[src/rtl/mem_arb_pkg.sv]
// Shared types for the memory arbiter.
// Holds FSM/grant enums and line geometry helpers.
package mem_arb_pkg;

  typedef enum logic [1:0] {
    IDLE,
    INST_BUSY,
    DATA_BUSY,
    RESPOND
  } arb_state_t;

  typedef enum logic {
    GRANT_INST,
    GRANT_DATA
  } arb_grant_t;

  localparam int LINE_W_DEF = 256;
  localparam int ADDR_W_DEF = 32;

  // Byte-offset bits inside one cache line.
  function automatic int line_off_w(input int line_w);
    return $clog2(line_w / 8);
  endfunction

endpackage

[src/rtl/mem_arbiter.sv]
// Merges I-side and D-side line requests onto one memory port.
// One transaction at a time, round-robin on contention.
module mem_arbiter
  import mem_arb_pkg::*;
#(
  parameter int LINE_W = LINE_W_DEF,
  parameter int ADDR_W = ADDR_W_DEF
) (
  input  logic              clk,
  input  logic              rst,
  input  logic              inst_read,
  input  logic [ADDR_W-1:0] inst_address,
  output logic              inst_resp,
  output logic [LINE_W-1:0] inst_rdata,
  input  logic              data_read,
  input  logic              data_write,
  input  logic [ADDR_W-1:0] data_address,
  input  logic [LINE_W-1:0] data_wdata,
  output logic              data_resp,
  output logic [LINE_W-1:0] data_rdata,
  output logic              pmem_read,
  output logic              pmem_write,
  output logic [ADDR_W-1:0] pmem_address,
  output logic [LINE_W-1:0] pmem_wdata,
  input  logic              pmem_resp,
  input  logic [LINE_W-1:0] pmem_rdata
);

  localparam int OFF_W = line_off_w(LINE_W);
  localparam logic [ADDR_W-1:0] OFF_MASK =
    ADDR_W'((64'd1 << OFF_W) - 64'd1);

  arb_state_t state;
  arb_grant_t last_grant;
  logic       is_write;

  logic              inst_pend;
  logic              data_pend;
  logic              pick_data;
  logic [ADDR_W-1:0] inst_line;
  logic [ADDR_W-1:0] data_line;

  assign inst_pend = inst_read;
  assign data_pend = data_read | data_write;
  assign inst_line = inst_address & ~OFF_MASK;
  assign data_line = data_address & ~OFF_MASK;

  // Data wins when alone or when inst was served last.
  assign pick_data = data_pend &
    (~inst_pend | (last_grant == GRANT_INST));

  // Arbitration FSM with registered strobes, resps and line capture.
  always_ff @(posedge clk or posedge rst) begin
    if (rst) begin
      state        <= IDLE;
      last_grant   <= GRANT_INST;
      is_write     <= 1'b0;
      pmem_read    <= 1'b0;
      pmem_write   <= 1'b0;
      pmem_address <= '0;
      pmem_wdata   <= '0;
      inst_resp    <= 1'b0;
      data_resp    <= 1'b0;
      inst_rdata   <= '0;
      data_rdata   <= '0;
    end else begin
      inst_resp <= 1'b0;
      data_resp <= 1'b0;
      unique case (state)
        IDLE: begin
          if (pick_data) begin
            state        <= DATA_BUSY;
            last_grant   <= GRANT_DATA;
            is_write     <= data_write;
            pmem_read    <= ~data_write;
            pmem_write   <= data_write;
            pmem_address <= data_line;
            pmem_wdata   <= data_wdata;
          end else if (inst_pend) begin
            state        <= INST_BUSY;
            last_grant   <= GRANT_INST;
            is_write     <= 1'b0;
            pmem_read    <= 1'b1;
            pmem_write   <= 1'b0;
            pmem_address <= inst_line;
          end
        end
        INST_BUSY: begin
          if (pmem_resp) begin
            pmem_read  <= 1'b0;
            inst_rdata <= pmem_rdata;
            inst_resp  <= 1'b1;
            state      <= RESPOND;
          end
        end
        DATA_BUSY: begin
          if (pmem_resp) begin
            pmem_read  <= 1'b0;
            pmem_write <= 1'b0;
            if (!is_write) data_rdata <= pmem_rdata;
            data_resp  <= 1'b1;
            state      <= RESPOND;
          end
        end
        RESPOND: begin
          state <= IDLE;
        end
        default: begin
          state <= IDLE;
        end
      endcase
    end
  end

  // Read and write together from the D-side is a requester bug.
  always @(posedge clk) begin
    if (!rst) begin
      assert (!(data_read && data_write));
    end
  end

endmodule
[config.mk]
export PLATFORM = sky130hd
export DESIGN_NAME = mem_arbiter
export DESIGN_NICKNAME = d
export VERILOG_FILES = /design/src/rtl/mem_arb_pkg.sv /design/src/rtl/mem_arbiter.sv
export SDC_FILE = /design/constraint.sdc
export NUM_CORES = 1
export LEC_CHECK = 0
export ABC_CLOCK_PERIOD_IN_PS = 32299
export BUFFER_PORTS_ARGS = -buffer_cell sky130_fd_sc_hd__buf_4
export CAP_MARGIN = 20
export CORE_AREA = 2 2 533 535
export CTS_BUF_LIST = sky130_fd_sc_hd__clkbuf_16
export DETAILED_ROUTE_END_ITERATION = 7
export DIE_AREA = 0 0 535 537
export GPL_ROUTABILITY_DRIVEN = 0
export SLEW_MARGIN = 20
export SYNTH_ARGS = -nofsm -noshare
export SYNTH_HDL_FRONTEND = slang
export SYNTH_SLANG_ARGS = --single-unit
[constraint.sdc]
create_clock -name clk -period 32.3 [get_ports clk]
set_clock_uncertainty 0.2 [all_clocks]
set_input_delay 3.23 -clock clk [delete_from_list [all_inputs] [get_ports clk]]
set_output_delay 3.23 -clock clk [all_outputs]
set_load 0.01 [all_outputs]
; After elaboration in Yosys (flattened, before gate mapping)
; Cells that the tools add are included.
; W data, S select, Z words.
[totals]
regBits = 808
inputBits = 582
out_inout_bits = 804
wordCells = 53
[classes]
eq_ne = 6
muxes = 17
bitwise = 7
reduce_logical = 12
[op_table]
columns = operator, n
row1 = $mux W32, 2
row2 = $mux W1, 9
row3 = $reduce_and A3 Y1, 3
row4 = $reduce_and A2 Y1, 4
row5 = $mux W2, 3
row6 = $pmux W2 S3, 1
row7 = $reduce_bool A2 Y1, 3
row8 = $eq A2 B2 Y1 const B, 2
row9 = $not A1 Y1, 4
row10 = $pmux W1 S2, 2
row11 = $ne A3 B3 Y1 const B, 1
row12 = $eq A2 B1 Y1 const B, 1
row13 = $logic_not A2 Y1, 1
row14 = $ne A2 B1 Y1 const B, 1
row15 = $ne A2 B2 Y1 const B, 1
row16 = $or A1 B1 Y1, 2
row17 = $reduce_or A2 Y1, 1
row18 = $and A1 B1 Y1, 1

; Longest topological paths before layout
; Gate-level depths: netlist of the first run.
[depth]
ltp_word = 5
ltp_mapped = 8
ltp_nobuf = 5

; Least setup slack after synthesis of the first run
; No wires, ideal clock.
[synth_timing]
kind = input -> register
from = in pmem_resp
to = reg data_rdata[100]
setup_time_ps = 125
arrival_time_ps = 4267
required_ps = 31975
path_slack_ps = 27709
path_stages = 6
path_buffers = 3
cell_sequence = and2_1 -> nand2b_1 -> clkbuf_1 -> buf_2 -> buf_4 -> mux2_2
[synth_between]
elab_chain_cells = 1
[synth_rtl]
columns = item, line_no
row1 = "start, declared", mem_arbiter.sv:25  ; input logic pmem_resp,
row2 = $reduce_and A3 Y1 (no line), -
row3 = "end signal, assigned", mem_arbiter.sv:100  ; if (!is_write) data_rdata <= pmem_rdata;
row4 = "end, declared", mem_arbiter.sv:20  ; output logic [LINE_W-1:0] data_rdata,
; No other way between the ends.
; A chain may end at the register's enable or synchronous reset.

==> summary.md, run 1 <==
| Metric | Value |
|---|---|
| Synth Register Bits | 803 |
| Fin crit share | 0.246 |
| Critical path's most frequent cell | buf_4 |
| Final setup violation count | 0 |
| Pre-CTS setup slack | 23.24 ns |
| Post-cts sizing count | 0 |
| Post-Syn Area | 0.0301 sq mm |
| Slew @ Worst Pin | 1.09 ns |
| Worst path required time | 32.94 ns |
| Die width | 535 microns |
| Setup TNS | 0 ns |
| WP buf/inv | 8 |
| Drt pass-1 iters | 4 |
| Setup bufs post-CTS | 0 |
| Hold_sp | pmem_address[8]$_DFFE_PP0P_ |
| Routed WL | 213000 microns |
| Num CTS Buffers | 102 |
| Syn Inst Count | 1788 |
| GRT Util Overall | 0.143 |
| Hold Buf Count CTS | 0 |
| Sink Count | 803 |
| Crit. End Element | async pin |
| Synth area leaders | dfrtp_1 67%, mux2_2 20%, mux2_1 8.6% |
| Initial antenna violation count | 147 |
| Post-synth top flop | dfrtp_1 |
| Post-route setup slack | 24.37 ns |
| Crit path max-delay family | buffers and inverters |
| CP max-delay cell | buf_4 |
| Critical path class | input port to async pin |
| Fraction of layout cells with a size suffix above 1 | 0.637 |
| Via count | 22100 |
| Layout net count | 3780 |
| FP Rows | 195 |
| Clock latency on the worst-skew pair | 0.80 ns |
| Synthesized area per cell | 16.8 sq um |
| Hold Vio Cnt, Final | 0 |
| DR iter-0 viols | 897 |
| Root Driver | clkbuf_16 |
| Wirelength per Cell | 30.2 microns |
| DP Wirelength | 186000 microns |
| First-pass GRT wire length | 262000 microns |
| Slew HR | 0.276 |
| Hold EP | pmem_address[8]$_DFFE_PP0P_ |
| Post-synth EDFFs | 0 |
| Max-Cap Viols | 0 |
| Vias in the first global route | 22900 |
| Synth async-reset ratio | 1.00 |
| Max Root-Sink Buffers | 4 |
| Critical-path cell list | buf_4 > inv_8 > buf_4 > buf_4 > buf_4 > buf_4 > buf_4 > buf_4 |
| Crit-path max cell delay | 0.84 ns |
| Pins Over Slew Limit | 0 |
| CTS tree | built |
| Largest net degree at the start of global routing | 168 |
| Synth Warn # | 0 |
| Sequential cell area fraction in the yosys report | 0.668 |
| DR DRC count | 0 |
| P per Cell Area | 112 mW/mm^2 |
| Clock-pin slew on the worst setup and hold paths | 0.06 ns |
| Crit path arrival time | 8.57 ns |
| GR Overflow Total | 0 |
| Worst reg-to-reg path cell count | 8 |
| Worst Hold Class | flip-flop to flip-flop |
| CP startpoint kind | input port |
| H-tree depth | 3 |
| WHS Path Cells | 2 |
| F_max | 0.126 GHz |
| Antenna viol nets, final | 0 |
| Top post-synthesis cells by count | 803 x dfrtp_1, 540 x mux2_2, 229 x mux2_1 |
| Core Box Area | 0.281 sq mm |
| Initial Utilization | 0.107 |
| RSZ-0062 raised after global routing | no |
| Status | finished clean |
| R2r endpoint | data_rdata[100]$_DFFE_PP0P_ |
| Worst hold slack | 0.283 ns |
| Die Y | 537 microns |
| P&R area growth vs syn | 59.4% |
| PortBufs | 1370 |
| Launching point of the worst reg2reg path | state[0]$_DFFE_PP0P_ |
| DIE AREA | 0.287 sq mm |
| Min cycle time layout | 7.93 ns |
| Yosys cell types | 25 |
| Via/cell ratio | 3.14 |
| Post-synth top area share | 0.668 |
| Pleak | 21.6 nW |
| Worst VDD drop | 0.0689 mV |
| Max FO, Critical Path | 77 |
| Worst R2R Setup Slack | 27.95 ns |
| # IOs | 1386 |
| Yosys top cell by area | dfrtp_1 |
| Most numerous cell in the Yosys netlist | dfrtp_1 |
[placed cells by master, fill, tap and decap left out, drive strengths merged]
master / count
buf: 1396
dfrtp: 803
mux2: 769
clkbuf: 103
clkinv: 51
diode: 33
nand2: 32
inv: 31
o21ai: 29
mux2i: 29
ha: 5
conb: 5
clkinvlp: 4
nor2: 2
nand2b: 2
o31ai: 2
a2bb2oi: 2
and2: 1
a21bo: 1
nor2b: 1
nor4b: 1
o41ai: 1
nor3: 1
o22ai: 1
a21oi: 1
bufinv: 1
[per-stage QoR]
stage,power (mW),utilization,std cells,instance area (sq um)
floorplan,2.71,-,1792,30100
global placement,4.38,0.159,6831,44800
detailed placement,4.42,0.159,6831,44800
CTS,5.54,0.170,7016,47800
global route,5.71,0.170,7028,47900
finish,5.39,0.170,7050,47900
[state kept, by name, indices dropped and copies added, names as in the netlist]
signal	cells
last_grant	1
is_write	1
data_rdata	256
inst_rdata	256
pmem_wdata	256
state	2
data_resp	1
pmem_read	1
pmem_write	1
pmem_address	27
inst_resp	1
[final cells by class]
| type | count | area, sq um |
|---|---|---|
| Clock buffer | 103 | 2580 |
| Antenna cell | 33 | 82.6 |
| Multi-Input combinational cell | 885 | 9460 |
| Fill cell | 30900 | 233000 |
| Clock inverter | 82 | 485 |
| Tap cell | 3743 | 4680 |
| Timing Repair Buffer | 1396 | 10500 |
| Inverter | 5 | 27.5 |
| Sequential cell | 803 | 20100 |
[worst max path at each step]
stage               start                    endpoint  cells after the start
floorplan             rst   data_rdata[0]$_DFFE_PP0P_                      1
global placement      rst  data_rdata[43]$_DFFE_PP0P_                      8
detailed placement    rst  data_rdata[43]$_DFFE_PP0P_                      8
CTS                   rst  data_rdata[43]$_DFFE_PP0P_                      8
global route          rst  data_rdata[43]$_DFFE_PP0P_                      8
finish                rst  data_rdata[43]$_DFFE_PP0P_                      8
[per-layer routing]
metal	global-route usage	vias to the layer above	share of wire
met3	0.110	414	0.17
met1	0.151	11100	0.36
li1	-	9199	-
met5	0	-	0.0047
met4	0.0455	142	0.035
met2	0.216	1269	0.43
[worst reg2reg max path, delay by kind of cell, from the launching register on]
| family | cells | cell delay, ns |
|---|---|---|
| buf+inv | 4 | 2.39 |
| mux | 1 | 0.51 |
| simple gates | 2 | 0.48 |
| flops | 1 | 0.39 |
| fa+ha+maj | 1 | 0.23 |
[logic make-up (layout without fill, tap and decap cells)]
logic type,Yosys count,count (layout),synth area share
AOI/OAI and AO/OA,37,37,0.00711
other,1,38,0.000125
buffers and inverters,104,1586,0.0196
adders and majority gates,5,5,0.00208
DFF,803,803,0.668
and+or+nand+nor,40,40,0.00553
muxes,798,798,0.298
[power by group]
| group | internal, mW | switching, mW | leakage [nW] |
|---|---|---|---|
| logic | 1.14 | 1.36 | 10.5 |
| clock network | 0.588 | 0.484 | 1.58 |
| registers | 1.53 | 0.296 | 9.54 |
(Power assumes the default switching activity.)
==> inputs of run 2 (changes only) <==
- ABC_CLOCK_PERIOD_IN_PS: 32299 -> 6550
- CORE_AREA: 2 2 533 535 -> 2 2 548 550
- DIE_AREA: 0 0 535 537 -> 0 0 550 552
- clock period: 32.3 -> 6.55 ns (I/O delays scaled with it)
==> run 2 against run 1 <==
Clock power increased to 5.3 times the previous value. Global-route usage decreased by 1.1 points. Non-clock buffer count grew 571. Count of clock-buffer cells in the layout grew 2. Final area grew 13%. Setup slack got worse by 21 ns. Total power rose to 5.0 times the previous value. Register-to-register slack lost 25 ns. Utilization is 1.2 points higher. Cell count up 12%.
==> summary.md, run 2 (synthesis results as in run 1) <==
| Metric | Value |
|---|---|
| Status | finished clean (unchanged) |
| Fin crit share | 0.475 |
| Sequential cell area | 0.0201 sq mm (unchanged) |
| Initial Utilization | 0.101 (was 0.107) |
| Sink Count | 803 (unchanged) |
| DR iter-0 viols | 1242 (was 897) |
| Power Total | 27.0 mW (was 5.39 mW) |
| Critical path class | flip-flop to flip-flop (was input port to async pin) |
| Root Driver | clkbuf_16 (unchanged) |
| Drt pass-1 iters | 5 (was 4) |
| P&R area growth vs syn | 80.5% (was 59.4%) |
| Worst hold slack | 0.0987 ns (was 0.283 ns) |
| Final setup violation count | 0 (unchanged) |
| CTS tree | built (unchanged) |
| Num CTS Buffers | 104 (was 102) |
| Max-Cap Viols | 0 (unchanged) |
| Crit path from | state[0]$_DFFE_PP0P_ (was rst) |
| Clock latency on the worst-skew pair | 0.77 ns (was 0.80 ns) |
| DIE AREA | 0.304 sq mm (was 0.287 sq mm) |
| # IOs | 1386 (unchanged) |
| DR DRC count | 0 (unchanged) |
| Via/cell ratio | 3.12 (was 3.14) |
| Setup TNS | 0 ns (unchanged) |
| Pleak | 24.1 nW (was 21.6 nW) |
| Launching point of the worst reg2reg path | state[0]$_DFFE_PP0P_ (unchanged) |
| Worst path required time | 6.98 ns (was 32.94 ns) |
| Pins Over Slew Limit | 0 (unchanged) |
| Min cycle time layout | 3.11 ns |
| Routed WL | 208000 microns (was 213000 microns) |
| Post-cts sizing count | 0 (unchanged) |
| Fraction of layout cells with a size suffix above 1 | 0.545 (was 0.637) |
| Worst R2R Setup Slack | 3.44 ns (was 27.95 ns) |
| Largest net degree at the start of global routing | 175 (was 168) |
| H-tree depth | 3 (unchanged) |
| First-pass GRT wire length | 263000 microns (was 262000 microns) |
| Setup bufs post-CTS | 0 (unchanged) |
| Vias in the first global route | 26000 (was 22900) |
| Max Root-Sink Buffers | 4 (unchanged) |
| Via count | 24600 (was 22100) |
| Worst reg-to-reg path cell count | 5 (was 8) |
| Crit path arrival time | 3.54 ns (was 8.57 ns) |
| Worst Hold Class | input port to flip-flop (was flip-flop to flip-flop) |
| DP Wirelength | 176000 microns (was 186000 microns) |
| Core Box Area | 0.298 sq mm (was 0.281 sq mm) |
| Initial antenna violation count | 158 (was 147) |
| Top Registers | data_rdata x256, inst_rdata x256, pmem_wdata x256 (unchanged) |
| Die width | 550 microns (was 535 microns) |
| F_max | 0.321 GHz |
| Wirelength per Cell | 26.5 microns (was 30.2 microns) |
| FP Rows | 201 (was 195) |
| P per Cell Area | 498 mW/mm^2 (was 112 mW/mm^2) |
| Die Y | 552 microns (was 537 microns) |
| Clock-pin slew on the worst setup and hold paths | 0.06 ns (about the same) |
| Worst VDD drop | 0.304 mV (was 0.0689 mV) |
| Max FO, Critical Path | 99 (was 77) |
| Commonest cells after routing, fill and taps aside | 1390 x buf_4, 803 x dfrtp_1, 565 x dlygate4sd3_1 (was 1393 x buf_4, 803 x dfrtp_1, 540 x mux2_2) |
| Slew HR | 0.287 (was 0.276) |
| Crit. End Element | flip-flop (was async pin) |
| Antenna viol nets, final | 0 (unchanged) |
| Crit path capture | pmem_wdata[129]$_DFFE_PP0P_ (was data_rdata[43]$_DFFE_PP0P_) |
| Multi-input logic area | 0.00946 sq mm (unchanged) |
| Commonest non-fill, non-tap cell in the layout | buf_4 (unchanged) |
| CP startpoint kind | flip-flop (was input port) |
| R2r endpoint | pmem_wdata[129]$_DFFE_PP0P_ (was data_rdata[100]$_DFFE_PP0P_) |
| GR Overflow Total | 0 (unchanged) |
| RSZ-0062 raised after global routing | no (unchanged) |
| Layout net count | 4353 (was 3780) |
| Slew @ Worst Pin | 1.07 ns (was 1.09 ns) |
| Fill cells | 32400 (was 30900) |
| PortBufs | 1370 (unchanged) |
| Hold Vio Cnt, Final | 0 (unchanged) |
| GRT Util Overall | 0.132 (was 0.143) |
run 2: cell count changes in the layout (fill, tap and decap cells not counted), sizes merged:
cell / change
bufinv: +7
buf: +6
clkbuf: +2
inv: -4
diode: +27
dlygate4sd3: +565
clkinv: -9
clkinvlp: +4
run 2: layout make-up:
cell class,instances,share of cell area
timing repair buffer,1967,0.301
clock inverter,80,0.0119
clock buffer,105,0.0484
antenna,60,0.00277
sequential,803,0.370
inverter,5,0.000438
tap,3958,0.0912
multi-input combinational,885,0.174
run 2: where the power goes:
part | switching (mW) | total (mW) | internal, mW
clock | 2.41 | 5.63 | 3.23
combinational | 6.52 | 12.4 | 5.87
sequential | 1.49 | 9.02 | 7.53
total | 10.4 | 27.0 | 16.6
run 2: timing repair:
action | in CTS | in global routing
endpoints found under the hold margin | 810 | 0
endpoints found under the setup margin | 0 | 0
hold buffers | 565 | 0
run 2: worst min path at each step:
stage               slack [ns]  depth (start not counted)                            to                          from
detailed placement        0.28                          2  pmem_address[22]$_DFFE_PP0P_  pmem_address[22]$_DFFE_PP0P_
CTS                      0.009                          3  pmem_address[30]$_DFFE_PP0P_              data_address[30]
floorplan                 0.24                          2          is_write$_DFFE_PP0P_          is_write$_DFFE_PP0P_
global route              0.04                          3  pmem_address[30]$_DFFE_PP0P_              data_address[30]
global placement          0.28                          2  pmem_address[12]$_DFFE_PP0P_  pmem_address[12]$_DFFE_PP0P_
finish                     0.1                          3   pmem_address[6]$_DFFE_PP0P_               data_address[6]
run 2: worst max-delay path, stage by stage (launching register included):
cell and delay, ns:
dfrtp_1 0.40, inv_1 0.10, ha_1 0.30, nand2_4 0.76, buf_12 0.43, mux2_1 0.40
run 2: stage by stage:
stage          cells  setup slack [ns]  area [sq um]  utilization
6_report        7863              3.44         54300        0.182
3_5_place_dp    7053              3.37         45200        0.152
2_1_floorplan   1792             -5.33         30100            -
4_1_cts         7803              3.50         54100        0.181
3_3_place_gp    7053              3.46         45200        0.152
5_1_grt         7819              3.36         54200        0.182
run 2: layer usage:
layer  global-route usage  up-vias  routed length, microns
li1                     -    10400                       -
met1                0.157    12200                   85600
met2                0.196     1489                   85700
met3               0.0764      428                   27900
met4               0.0444       80                    8480
met5                    0        -                     520
